## src/rtl/dm_arbiter.sv

```systemverilog
// dm_arbiter: round-robin two-master arbiter sequencing one request/response access to the data memory
module dm_arbiter #(
  parameter int ADDR_W = 32,
  parameter int DATA_W = 32
) (
  input  logic              clk,
  input  logic              reset,
  input  logic [1:0]        req_valid,
  output logic [1:0]        req_ready,
  input  logic              req_we0,
  input  logic              req_we1,
  input  logic [1:0]        req_op0,
  input  logic [1:0]        req_op1,
  input  logic [ADDR_W-1:0] req_addr0,
  input  logic [ADDR_W-1:0] req_addr1,
  input  logic [DATA_W-1:0] req_wdata0,
  input  logic [DATA_W-1:0] req_wdata1,
  output logic [1:0]        rsp_valid,
  input  logic [1:0]        rsp_ready,
  output logic [DATA_W-1:0] rsp_rdata,
  output logic              rsp_err,
  output logic [ADDR_W-1:0] dm_addr,
  output logic [1:0]        dm_op,
  output logic              dm_we,
  output logic [DATA_W-1:0] dm_wdata,
  input  logic [DATA_W-1:0] dm_rdata
);
  typedef enum logic [1:0] {IDLE, ACCESS, RESP} state_t;
  state_t state_q, state_d;
  logic rr_q, rr_d, win, win_q, grant, access, err, we_q, err_q;
  logic [1:0] op_q;
  logic [ADDR_W-1:0] addr_q;
  logic [DATA_W-1:0] wdata_q, rdata_q;
  // Outputs are gated by reset so nothing reaches the memory in the reset cycle
  assign win = &req_valid ? rr_q : req_valid[1];
  assign grant = state_q == IDLE && |req_valid && !reset;
  assign access = state_q == ACCESS && !reset;
  assign err = op_q == 2'b11 || (op_q == 2'b10 && addr_q[0]) || (op_q == 2'b00 && addr_q[1:0] != 2'b00);
  always_ff @(posedge clk) begin
    if (reset) begin
      state_q <= IDLE;
      rr_q <= 1'b0;
      win_q <= 1'b0;
      we_q <= 1'b0;
      op_q <= 2'b00;
      addr_q <= '0;
      wdata_q <= '0;
      rdata_q <= '0;
      err_q <= 1'b0;
    end else begin
      state_q <= state_d;
      rr_q <= rr_d;
      if (grant) begin
        win_q <= win;
        we_q <= win ? req_we1 : req_we0;
        op_q <= win ? req_op1 : req_op0;
        addr_q <= win ? req_addr1 : req_addr0;
        wdata_q <= win ? req_wdata1 : req_wdata0;
      end
      if (access) begin
        rdata_q <= dm_rdata;
        err_q <= err;
      end
    end
  end
  always_comb begin
    state_d = state_q;
    rr_d = rr_q;
    case (state_q)
      IDLE: state_d = grant ? ACCESS : IDLE;
      ACCESS: state_d = RESP;
      RESP: begin
        state_d = rsp_ready[win_q] ? IDLE : RESP;
        rr_d = rsp_ready[win_q] ? ~win_q : rr_q;
      end
      default: state_d = IDLE;
    endcase
  end
  always_comb begin
    req_ready = grant ? {win, ~win} : 2'b00;
    rsp_valid = (state_q == RESP && !reset) ? {win_q, ~win_q} : 2'b00;
    rsp_rdata = rdata_q;
    rsp_err = err_q;
    dm_addr = access ? addr_q : '0;
    dm_op = access ? op_q : 2'b00;
    dm_we = access && we_q && !err;
    dm_wdata = access ? wdata_q : '0;
  end
endmodule
```

## config.mk

```make
export PLATFORM = sky130hd
export DESIGN_NAME = dm_arbiter
export DESIGN_NICKNAME = d
export VERILOG_FILES = /design/src/rtl/dm_arbiter.sv
export SDC_FILE = /design/constraint.sdc
export NUM_CORES = 1
export LEC_CHECK = 0
export CORE_MARGIN = 4
export CORE_UTILIZATION = 35
export DETAILED_ROUTE_END_ITERATION = 10
export GPL_ROUTABILITY_DRIVEN = 0
export GPL_TIMING_DRIVEN = 0
export PLACE_DENSITY = 0.79
export SLEW_MARGIN = 20
export SYNTH_ARGS = -nofsm -noshare
export SYNTH_HDL_FRONTEND = slang
export SYNTH_SLANG_ARGS = --single-unit
```

## constraint.sdc

```tcl
create_clock -name clk -period 4.4 [get_ports clk]
set_input_delay 1.32 -clock clk [delete_from_list [all_inputs] [get_ports clk]]
set_output_delay 1.32 -clock clk [all_outputs]
set_load 0.03 [all_outputs]
```

; ---- Word-level counts from Yosys, hierarchy flattened
; Index checks and enable logic that the tools add are counted.
[word_totals]
ff_bits = 104
output_inout_bits = 104
wordCells = 49
[classes]
magnitude_cmp = 1
eq_ne = 4
n_mux = 15
bitwise_logic = 2
reduce_logical = 18
[op_table]
columns = cell, count
row1 = 32-bit two-way mux, 4
row2 = 2-bit two-way mux, 5
row3 = 1-bit logical AND, 8
row4 = 2-bit == test (second input constant), 3
row5 = 2-bit case mux with 3 select lines, 1
row6 = 1-bit two-way mux, 5
row7 = 2-bit logical NOT, 2
row8 = 2-bit AND reduction, 2
row9 = 2-bit by 1-bit == test with 1-bit output (second input constant), 1
row10 = 1-bit logical NOT, 2
row11 = 1-bit logical OR, 2
row12 = 1-bit by 2-bit < comparator with 1-bit output (second input constant), 1
row13 = 1-bit inverter, 2
row14 = 2-bit nonzero test, 1
row15 = 2-bit OR reduction, 1

; ---- Logic depth before layout (Yosys ltp)
; Gate-level depths: netlist of the first run.
[logic_depth]
ltp_word = 6
mapped_depth = 7
mapped_depth_nobuf = 3

; ---- Worst setup path after synthesis of the first run
; No wires, ideal clock.
[synth_timing]
kind = input to output
start = input port reset
end = output port req_ready[1]
t_arrival_ns = 2.443
required_time_ns = 3.080
path_slack_ns = 0.637
stages = 4
n_path_buf = 2
cell_sequence = or3_1 -> clkbuf_1 -> buf_4 -> nor3b_2
[synth_between]
elab_chain_len = 3
[synth_lines]
columns = element, line_no
row1 = from (decl), 7  ; input logic reset,
row2 = 1-bit logical NOT, 36  ; assign grant = state_q == IDLE && |req_valid && !reset;
row3 = 1-bit logical AND, 36
row4 = 2-bit two-way mux, 80  ; req_ready = grant ? {win, ~win} : 2'b00;
row5 = to (decl), 9  ; output logic [1:0] req_ready,
; Every way passes these cells.

; ---- Final worst setup path of the first run
; Same ends and word-level chain as after synthesis.

==> metrics, run 1 <==
first-pass iteration count of the detailed router 4; Warnings, synthesis 0; htree depth 3; PwrDens about 300 nW/µm²; count leader, synth dfxtp_1; Clk pwr share 30.8%; nets@finish around 1,000; GR Overflow Total 0; GRT Overall Usage 21.3%; final number of hold-violating endpoints 0; Synth area leader dfxtp_1; Reg clk slew, reported paths ~0.06 ns; sequential share of power between 40% and 50%; Clock Path Buffers 2; Worst Reg2Reg Path Length in Cells 5; syn nets 728; average wire per standard cell 16.8 µm; Synth cell types 28; count of pins over their slew limit 0; slew margin rel. 67.3%; num ports 276; Die ar. 15,400 µm²; largest net degree at the start of global routing 15; Post-Syn Area per Cell 8.46 µm²; number of flops mapped to enable cells by yosys 0; row count 42; Max Cap Viol 0; Critical Path End Type primary output; skew final 0.00805 ns; Seq/Total Area, Yosys 44.3%; switching share of total power between 20 and 30%; Via density 4.98; initial antenna violation count 0; critical setup path kind primary input to primary output; Final Critical Period about 4.3 ns; Multi-input gate area 2370 µm²; Die Span X 124 µm; placed cells 1,006; Worst Setup Start Kind primary input; CTS root buf clkbuf_16; final setup violating endpoints 0; Worst Hold Depth 2; share of cells above drive strength 1 under 10%; Synth Flop Type dfxtp_1; CTS tree yes; Seq cells post-synth about 100; Req. time, crit path between 3 and 4 ns; Post-Synthesis Cells between 500 and 600; Synth async-reset ratio 0%; Sink Count 104; Fillers 1,194; HP Class flip-flop to flip-flop; Max Freq 233 MHz; n_diodes 0; core area 13,200 µm²; CTS buffer count 9; Psw 656 µW; synth cell count leaders dfxtp_1 (104), nand2_1 (101), nor3_1 (69); Worst EP arrival 2.96 ns; via count 5,077; Post-DRT Antenna Nets 0; Synth-to-Final Area Change 68.0%; Initial Utilization 35.7%; vias in the first global route 4,940; R2R Setup Slk 2.53 ns; final std cells w/o fill 1,020; RSZ-0062 raised after global routing false; final worst-path cycle share a little over nine tenths; Synth area leaders dfxtp_1 (44%), a221o_1 (14%), and2_1 (8.9%); Int Power 1720 µW; die height about 120 µm; post-synth top area share 44.3%; routed wire length 17.1 mm; number of port buffers ~270; first-pass GRT wire length 25.4 mm; CP max FO 10; total power 2380 µW; drc violations 0; leakage 0.00344 µW; initial DRC count 220; Post-Syn Area 4700 µm²; register area 2080 µm²; status completed; Post-DP HPWL between 10 and 15 mm; Logic pwr share 23.8%; Fin Setup TNS 0 ns; worst skew pair latency 0.34 ns; hold_ws 0.476 ns; Worst Max-Slew Pin Slew 0.491 ns; Worst VDD drop 0.161 mV
[stage by stage]
stage          util, %  worst slack, ns  instance area (µm²)
6_report          59.9            0.116                 7900
5_1_grt           59.9          0.00273                 7900
4_1_cts           59.8         0.000588                 7880
3_5_place_dp      58.1           -0.832                 7670
3_3_place_gp      58.1           -0.825                 7670
2_1_floorplan        -            0.637                 4700
[path summary, 6_finish.rpt]
check                              startpoint            end
worst min-delay path            rsp_rdata[24]  rsp_rdata[24]
worst max-delay path                    reset   req_ready[1]
worst min register to register  rsp_rdata[24]  rsp_rdata[24]
worst max register to register     state_q[1]      addr_q[6]
[registers in the layout (all words and copies together) (netlist names)]
name       count
win_q          1
we_q           1
op_q           2
rsp_rdata     32
state_q        2
wdata_q       32
addr_q        32
rr_q           1
rsp_err        1
[layout make-up]
type,count,area share [%]
timing repair buffer,275,34.1
multi-input combinational,394,30.0
sequential,104,26.3
buffer,56,3.47
clock buffer,13,3.17
tap,176,2.79
clock inverter,1,0.0633
inverter,1,0.0475
[layout by cell type (no fill, tap or decap)]
master / count
o21ai_0: 32
dlygate4sd2_1: 57
a21boi_0: 1
clkdlybuf4s50_1: 204
nor2b_1: 3
clkbuf_1: 31
or2_1: 1
or3_1: 1
inv_1: 1
and2_1: 67
dlymetal6s2s_1: 10
nor3b_4: 2
buf_2: 16
o31ai_1: 1
clkinv_2: 1
buf_6: 4
nand2_1: 101
buf_1: 1
clkbuf_16: 9
mux2i_1: 1
and3_1: 1
dfxtp_1: 104
and3_2: 1
nand3_1: 1
clkdlybuf4s15_2: 1
nor3b_1: 1
o21ba_1: 1
nand2b_1: 37
a2111oi_0: 1
a221o_1: 67
nor2_1: 2
a21oi_1: 2
nor3_1: 69
clkbuf_8: 1
clkbuf_4: 1
clkbuf_2: 7
buf_4: 2
a21oi_2: 1
[routing by layer]
layer	global-route usage (%)	wire [µm]
met5	0	0
met2	35.8	7880
met4	7.46	345
met3	7.86	1760
met1	25.0	7100
[timing repair]
action,CTS,global route
pin swaps,1,0
gates resized for setup,80,11
hold buffers,0,0
setup endpoints to repair,69,11
buffers inserted,1,0
[power groups by stage]
stage	clock (µW)	combinational, µW	sequential (µW)
finish	731	565	1080
floorplan	0	239	1130
CTS	745	571	1080
global route	780	611	1090
global placement	0	569	1100
detailed placement	0	573	1100
[worst max-delay path: stages]
cell and delay, ns:
dlygate4sd2_1 0.31, or3_1 0.38, clkbuf_1 0.21, buf_4 0.24, nor3b_4 0.24, buf_2 0.24
[kinds of logic after synthesis]
logic type,Yosys count,share of synthesized area [%]
and+or+nand+nor,287,31.1
DFF,104,44.3
buffers and inverters,58,5.61
muxes,1,0.213
AOI/OAI and AO/OA,106,18.8
(Power assumes the default switching activity.)
==> run 2: changes to the inputs <==
--- a/config.mk
+++ b/config.mk
@@ -6,11 +6,11 @@
 export NUM_CORES = 1
 export LEC_CHECK = 0
 export CORE_MARGIN = 4
-export CORE_UTILIZATION = 35
+export CORE_UTILIZATION = 41
 export DETAILED_ROUTE_END_ITERATION = 10
 export GPL_ROUTABILITY_DRIVEN = 0
 export GPL_TIMING_DRIVEN = 0
-export PLACE_DENSITY = 0.79
+export PLACE_DENSITY = 0.9
 export SLEW_MARGIN = 20
 export SYNTH_ARGS = -nofsm -noshare
 export SYNTH_HDL_FRONTEND = slang
==> metrics, run 2 (synthesis results as in run 1) <==
Worst VDD drop 0.194 mV (+21%); Slowest cell on crit path clkdlybuf4s50_1; Initial Utilization 42.6% (+7.0 points); num ports 276 (unchanged); Worst path max stage delay 0.66 ns (+0.28 ns); Synth-to-Final Area Change 68.5%; Layout Utilization 71.8% (+12 points); Worst Max-Slew Pin Slew 0.491 ns (-0.00000203 ns); share of cells above drive strength 1 5.79% (+0.34 points); vias in the first global route 5,363 (+8.6%); PwrDens 324 nW/µm² (+7.8%); most common cell after layout, fill and taps aside clkdlybuf4s50_1; Post-DP HPWL 13.6 mm (+3.3%); CP max FO 10 (unchanged); initial DRC count 485 (+120%); drc violations 0 (unchanged); Worst Setup Start Kind primary input; Worst Hold Path EP wdata_q[28]; htree depth 3 (unchanged); HP Class flip-flop to flip-flop; skew final 0.00692 ns (-0.00113 ns); final worst-path cycle share 98.4% (+1.0 points); leakage 0.00340 µW (-1.0%); Reg clk slew, reported paths 0.06 ns (about the same); Fin Setup TNS 0 ns (unchanged); GR Overflow Total 0 (unchanged); Sink Count 104 (unchanged); slew margin rel. 67.3% (about the same); Post-DRT Antenna Nets 0 (unchanged); critical setup path kind primary input to primary output; Worst EP arrival 3.01 ns (+0.05 ns); row count 38 (-9.5%); core area 11,000 µm² (-16%); number of port buffers 274 (unchanged); status completed; Req. time, crit path 3.08 ns (about the same); RSZ-0062 raised after global routing false; GRT Overall Usage 25.4% (+4.1 points); final setup violating endpoints 0 (unchanged); R2R Setup Slk 2.56 ns (+0.03 ns); die height 115 µm (-7.1%); CP startpoint reset; Final Cell Area 7920 µm² (+0.29%); first-pass iteration count of the detailed router 7 (+3); initial antenna violation count 0 (unchanged); Worst Reg2Reg Path Length in Cells 5 (unchanged); hold_buf cts 0 (unchanged); CTS tree yes; commonest non-fill, non-tap cells in the layout clkdlybuf4s50_1 (206), dfxtp_1 (104), nand2_1 (101); Max Freq 231 MHz (-1.0%); average wire per standard cell 17.9 µm (+6.6%); CTS root buf clkbuf_16; n_diodes 0 (unchanged); Final Critical Period 4.33 ns (+0.0454 ns); Clock Path Buffers 2 (unchanged); Die Span X 115 µm (-7.1%); Worst Hold Depth 1 (-1); FF-to-FF Start state_q[1]; worst skew pair latency 0.34 ns (about the same); CTS buffer count 9 (unchanged); Fillers 862 (-28%); Via density 5.45 (+9.6%); final number of hold-violating endpoints 0 (unchanged); Die ar. 13,200 µm² (-14%); nets@finish 1,014 (+0.099%); routed wire length 17.6 mm (+3.0%); Max Cap Viol 0 (unchanged); placed cell area 7620 µm² (-0.59%); largest net degree at the start of global routing 17 (+2); CP cell instances dlygate4sd2_1 -> nor3b_4 -> clkbuf_4 -> and2_1 -> clkdlybuf4s50_1; Critical Path End Type primary output; via count 5,377 (+5.9%); count of pins over their slew limit 0 (unchanged); first-pass GRT wire length 26.9 mm (+6.0%); hold_sp wdata_q[28]; Crit Reg-Reg Endpoint wdata_q[3]
## run 2: per-layer routing
metal | global-route usage (%) | share of wire (%)
met5 | 0 | 0
met4 | 11.2 | 3.4
met3 | 7.21 | 9.9
met2 | 43.8 | 48
met1 | 29.3 | 39
## run 2: layout make-up
type	instances	area [µm²]	share of cell area, %
clock buffer	10	239	3.02
timing repair buffer	275	2680	33.8
sequential	104	2080	26.3
tap	140	175	2.21
clock inverter	5	104	1.31
multi-input combinational	394	2360	29.8
buffer	57	278	3.51
inverter	1	3.75	0.0474
## run 2: worst max path at each step
stage	endpoint	depth (start not counted)
floorplan	req_ready[1]	4
global placement	dm_addr[19]	6
detailed placement	dm_addr[19]	6
CTS	req_ready[0]	6
global route	req_ready[1]	6
finish	dm_addr[5]	5
## run 2: timing repair
action                                  4_1_cts  5_1_grt
resized for setup                            81        6
endpoints found under the setup margin       69        6
buffers inserted                              1        0
pin swaps                                     1        0
## run 2: where the power goes
part           switching (µW)  total (µW)  internal (µW)
logic                     274         569            295
clock network             346         916            570
registers                52.5        1080           1030
## run 2: stage by stage
stage / power, µW / std cells / hold WS, ns / setup slack [ns]
3_3_place_gp: 1660 / 970 / 0.460 / -0.696
3_5_place_dp: 1670 / 970 / 0.460 / -0.736
2_1_floorplan: 1370 / 556 / 0.447 / 0.637
6_report: 2570 / 986 / 0.482 / 0.0706
4_1_cts: 2580 / 986 / 0.481 / 0.00785
5_1_grt: 2670 / 986 / 0.494 / 0.000982
## run 2: worst max-delay path, delay by kind of cell
family | cells | cell delay [ns]
buffers and inverters | 3 | 1.25
and+or+nand+nor | 2 | 0.43
==> run 3: changes to the inputs <==
--- a/config.mk
+++ b/config.mk
@@ -5,6 +5,7 @@
 export SDC_FILE = /design/constraint.sdc
 export NUM_CORES = 1
 export LEC_CHECK = 0
+export CORE_ASPECT_RATIO = 0.5
 export CORE_MARGIN = 4
 export CORE_UTILIZATION = 41
 export DETAILED_ROUTE_END_ITERATION = 10
==> metrics, run 3 (synthesis results as in run 1) <==
Worst Hold Path EP rsp_rdata[4]; PnR worst setup slack 0.0720 ns (+0.00141 ns); hold_sp rsp_rdata[4]; CTS root buf clkbuf_16; Die Span X 159 µm (+39%); initial DRC count 257 (-47%); sequential share of power 43.1% (+0.9 points); Sink Count 104 (unchanged); Worst VDD drop 0.229 mV (+18%); Worst path max stage delay 0.42 ns (-0.24 ns); GR Overflow Total 0 (unchanged); critical setup path kind primary input to primary output; n_diodes 0 (unchanged); Max Cap Viol 0 (unchanged); skew final 0.00787 ns (+0.000947 ns); via count 5,232 (-2.7%); htree depth 3 (unchanged); num ports 276 (unchanged); leakage 0.00325 µW (-4.3%); CTS buffer count 9 (unchanged); RSZ-0062 raised after global routing false; Clk pwr share 34.2% (-1.5 points); Initial Utilization 42.4% (-0.19 points); Via density 5.26 (-3.5%); Worst Setup Start Kind primary input; register area 2080 µm² (unchanged); Req. time, crit path 3.08 ns (about the same); CTS tree yes; Die ar. 13,400 µm² (+0.78%); nets@finish 1,016 (+0.20%); switching share of total power 26.4% (+0.23 points); Post-Place Setup Slack -0.772 ns (-0.0358 ns); Synth-to-Final Area Change 68.8%; core area 11,100 µm² (+0.45%); drc violations 0 (unchanged); share of cells above drive strength 1 5.89% (+0.097 points); Worst Max-Slew Pin Slew 0.479 ns (-0.0120 ns); Post-DRT Antenna Nets 0 (unchanged); final number of hold-violating endpoints 0 (unchanged); final worst-path cycle share 98.4% (about the same); Layout Utilization 71.7% (-0.17 points); most used cell, CP dlygate4sd2_1; GRT Overall Usage 24.6% (-0.80 points); Psw 662 µW (-1.6%); hold_buf cts 0 (unchanged); Logic pwr share 22.7% (+0.5 points); Slowest cell on crit path dlygate4sd2_1; FF-to-FF Start state_q[1]; Multi-input gate area 2360 µm² (unchanged); Final Critical Period 4.33 ns (-0.00141 ns); Reg clk slew, reported paths 0.06 ns (about the same); first-pass iteration count of the detailed router 5 (-2); first-pass GRT wire length 26.9 mm (about the same); average wire per standard cell 17.3 µm (-3.0%); Int Power 1840 µW (-2.8%); row count 27 (-29%); largest net degree at the start of global routing 16 (-1); CP max FO 10 (unchanged); slew margin rel. 68.1% (+0.80 points); crit path buf inv count 5 (+2); worst skew pair latency 0.34 ns (about the same); routed wire length 17.2 mm (-2.2%); Clock Path Buffers 2 (unchanged); final setup violating endpoints 0 (unchanged); R2R Setup Slk 2.56 ns (about the same); crit-path leading delay family buffers and inverters; CP cell instances dlygate4sd2_1 -> nor3b_4 -> buf_4 -> buf_6 -> clkbuf_2 -> and2_1 -> dlygate4sd2_1; most common cell after layout, fill and taps aside clkdlybuf4s50_1; Worst EP arrival 3.01 ns (about the same); Crit Reg-Reg Endpoint addr_q[24]; vias in the first global route 5,186 (-3.3%); Max Freq 231 MHz (about the same); Fillers 903 (+4.8%); count of pins over their slew limit 0 (unchanged); Worst Reg2Reg Path Length in Cells 5 (unchanged); die height 83.7 µm (-27%); initial antenna violation count 0 (unchanged); Post-DP HPWL 13.5 mm (-0.82%); HP Class flip-flop to flip-flop; Critical Path End Type primary output; PwrDens 315 nW/µm² (-2.7%); status completed; number of port buffers 274 (unchanged); commonest non-fill, non-tap cells in the layout clkdlybuf4s50_1 (215), dfxtp_1 (104), nand2_1 (101); Worst Hold Depth 2 (+1)
[run 3: changes by cell type in the layout (fill, tap and decap cells not counted), sizes merged, moves of 2 or more]
cell           change
buf                +2
clkbuf             +4
clkdlybuf4s15     +19
clkdlybuf4s50      +9
dlygate4sd2       -27
dlymetal6s2s       -2
[run 3: worst register-to-register path, cell delays in order, from the launching register on]
cell and delay, ns:
dfxtp_1 0.48, or3_1 0.15, clkbuf_1 0.28, clkbuf_1 0.41, nor3_1 0.13, a221o_1 0.29
[run 3: routing by layer]
metal / track usage, % / routed length (µm)
met3: 5.08 / 888
met2: 45.4 / 8700
met5: 0 / 0
met1: 28.6 / 7050
met4: 8.11 / 569
[run 3: through the flow]
| stage | instances | hold slack (ns) | TNS, ns | power [µW] | area, µm² |
|---|---|---|---|---|---|
| 3_5_place_dp | 975 | 0.461 | -43.66 | 1670 | 7630 |
| 4_1_cts | 994 | 0.476 | 0 | 2510 | 7920 |
| 2_1_floorplan | 556 | 0.447 | 0 | 1370 | 4700 |
| 3_3_place_gp | 975 | 0.460 | -43.98 | 1650 | 7630 |
| 5_1_grt | 994 | 0.488 | 0 | 2610 | 7940 |
| 6_report | 994 | 0.473 | 0 | 2500 | 7940 |
[run 3: layout make-up]
type,instances,area share (%)
clock inverter,3,0.819
inverter,1,0.0473
clock buffer,13,3.15
sequential,104,26.2
multi-input combinational,394,29.8
timing repair buffer,277,34.2
buffer,57,3.50
tap,145,2.28
[run 3: worst max path at each step]
stage                      from           end  cells after the start
after floorplan           reset  req_ready[1]                      4
after global placement    reset  dm_wdata[14]                      6
after detailed placement  reset  dm_wdata[10]                      6
after CTS                 reset  req_ready[0]                      6
after global routing      reset    dm_addr[7]                      7
final                     reset   dm_addr[30]                      7
[run 3: power groups by stage]
stage / sequential [µW] / clock [µW] / combinational [µW]
final: 1080 / 857 / 568
after global routing: 1090 / 913 / 611
after CTS: 1080 / 867 / 569
after detailed placement: 1100 / 0 / 569
after global placement: 1090 / 0 / 560
after floorplan: 1130 / 0 / 239
[run 3: repair_timing]
action,4_1_cts,5_1_grt
resized for setup,71,28
pin swaps,1,0
endpoints found under the setup margin,69,25
buffers inserted,3,0
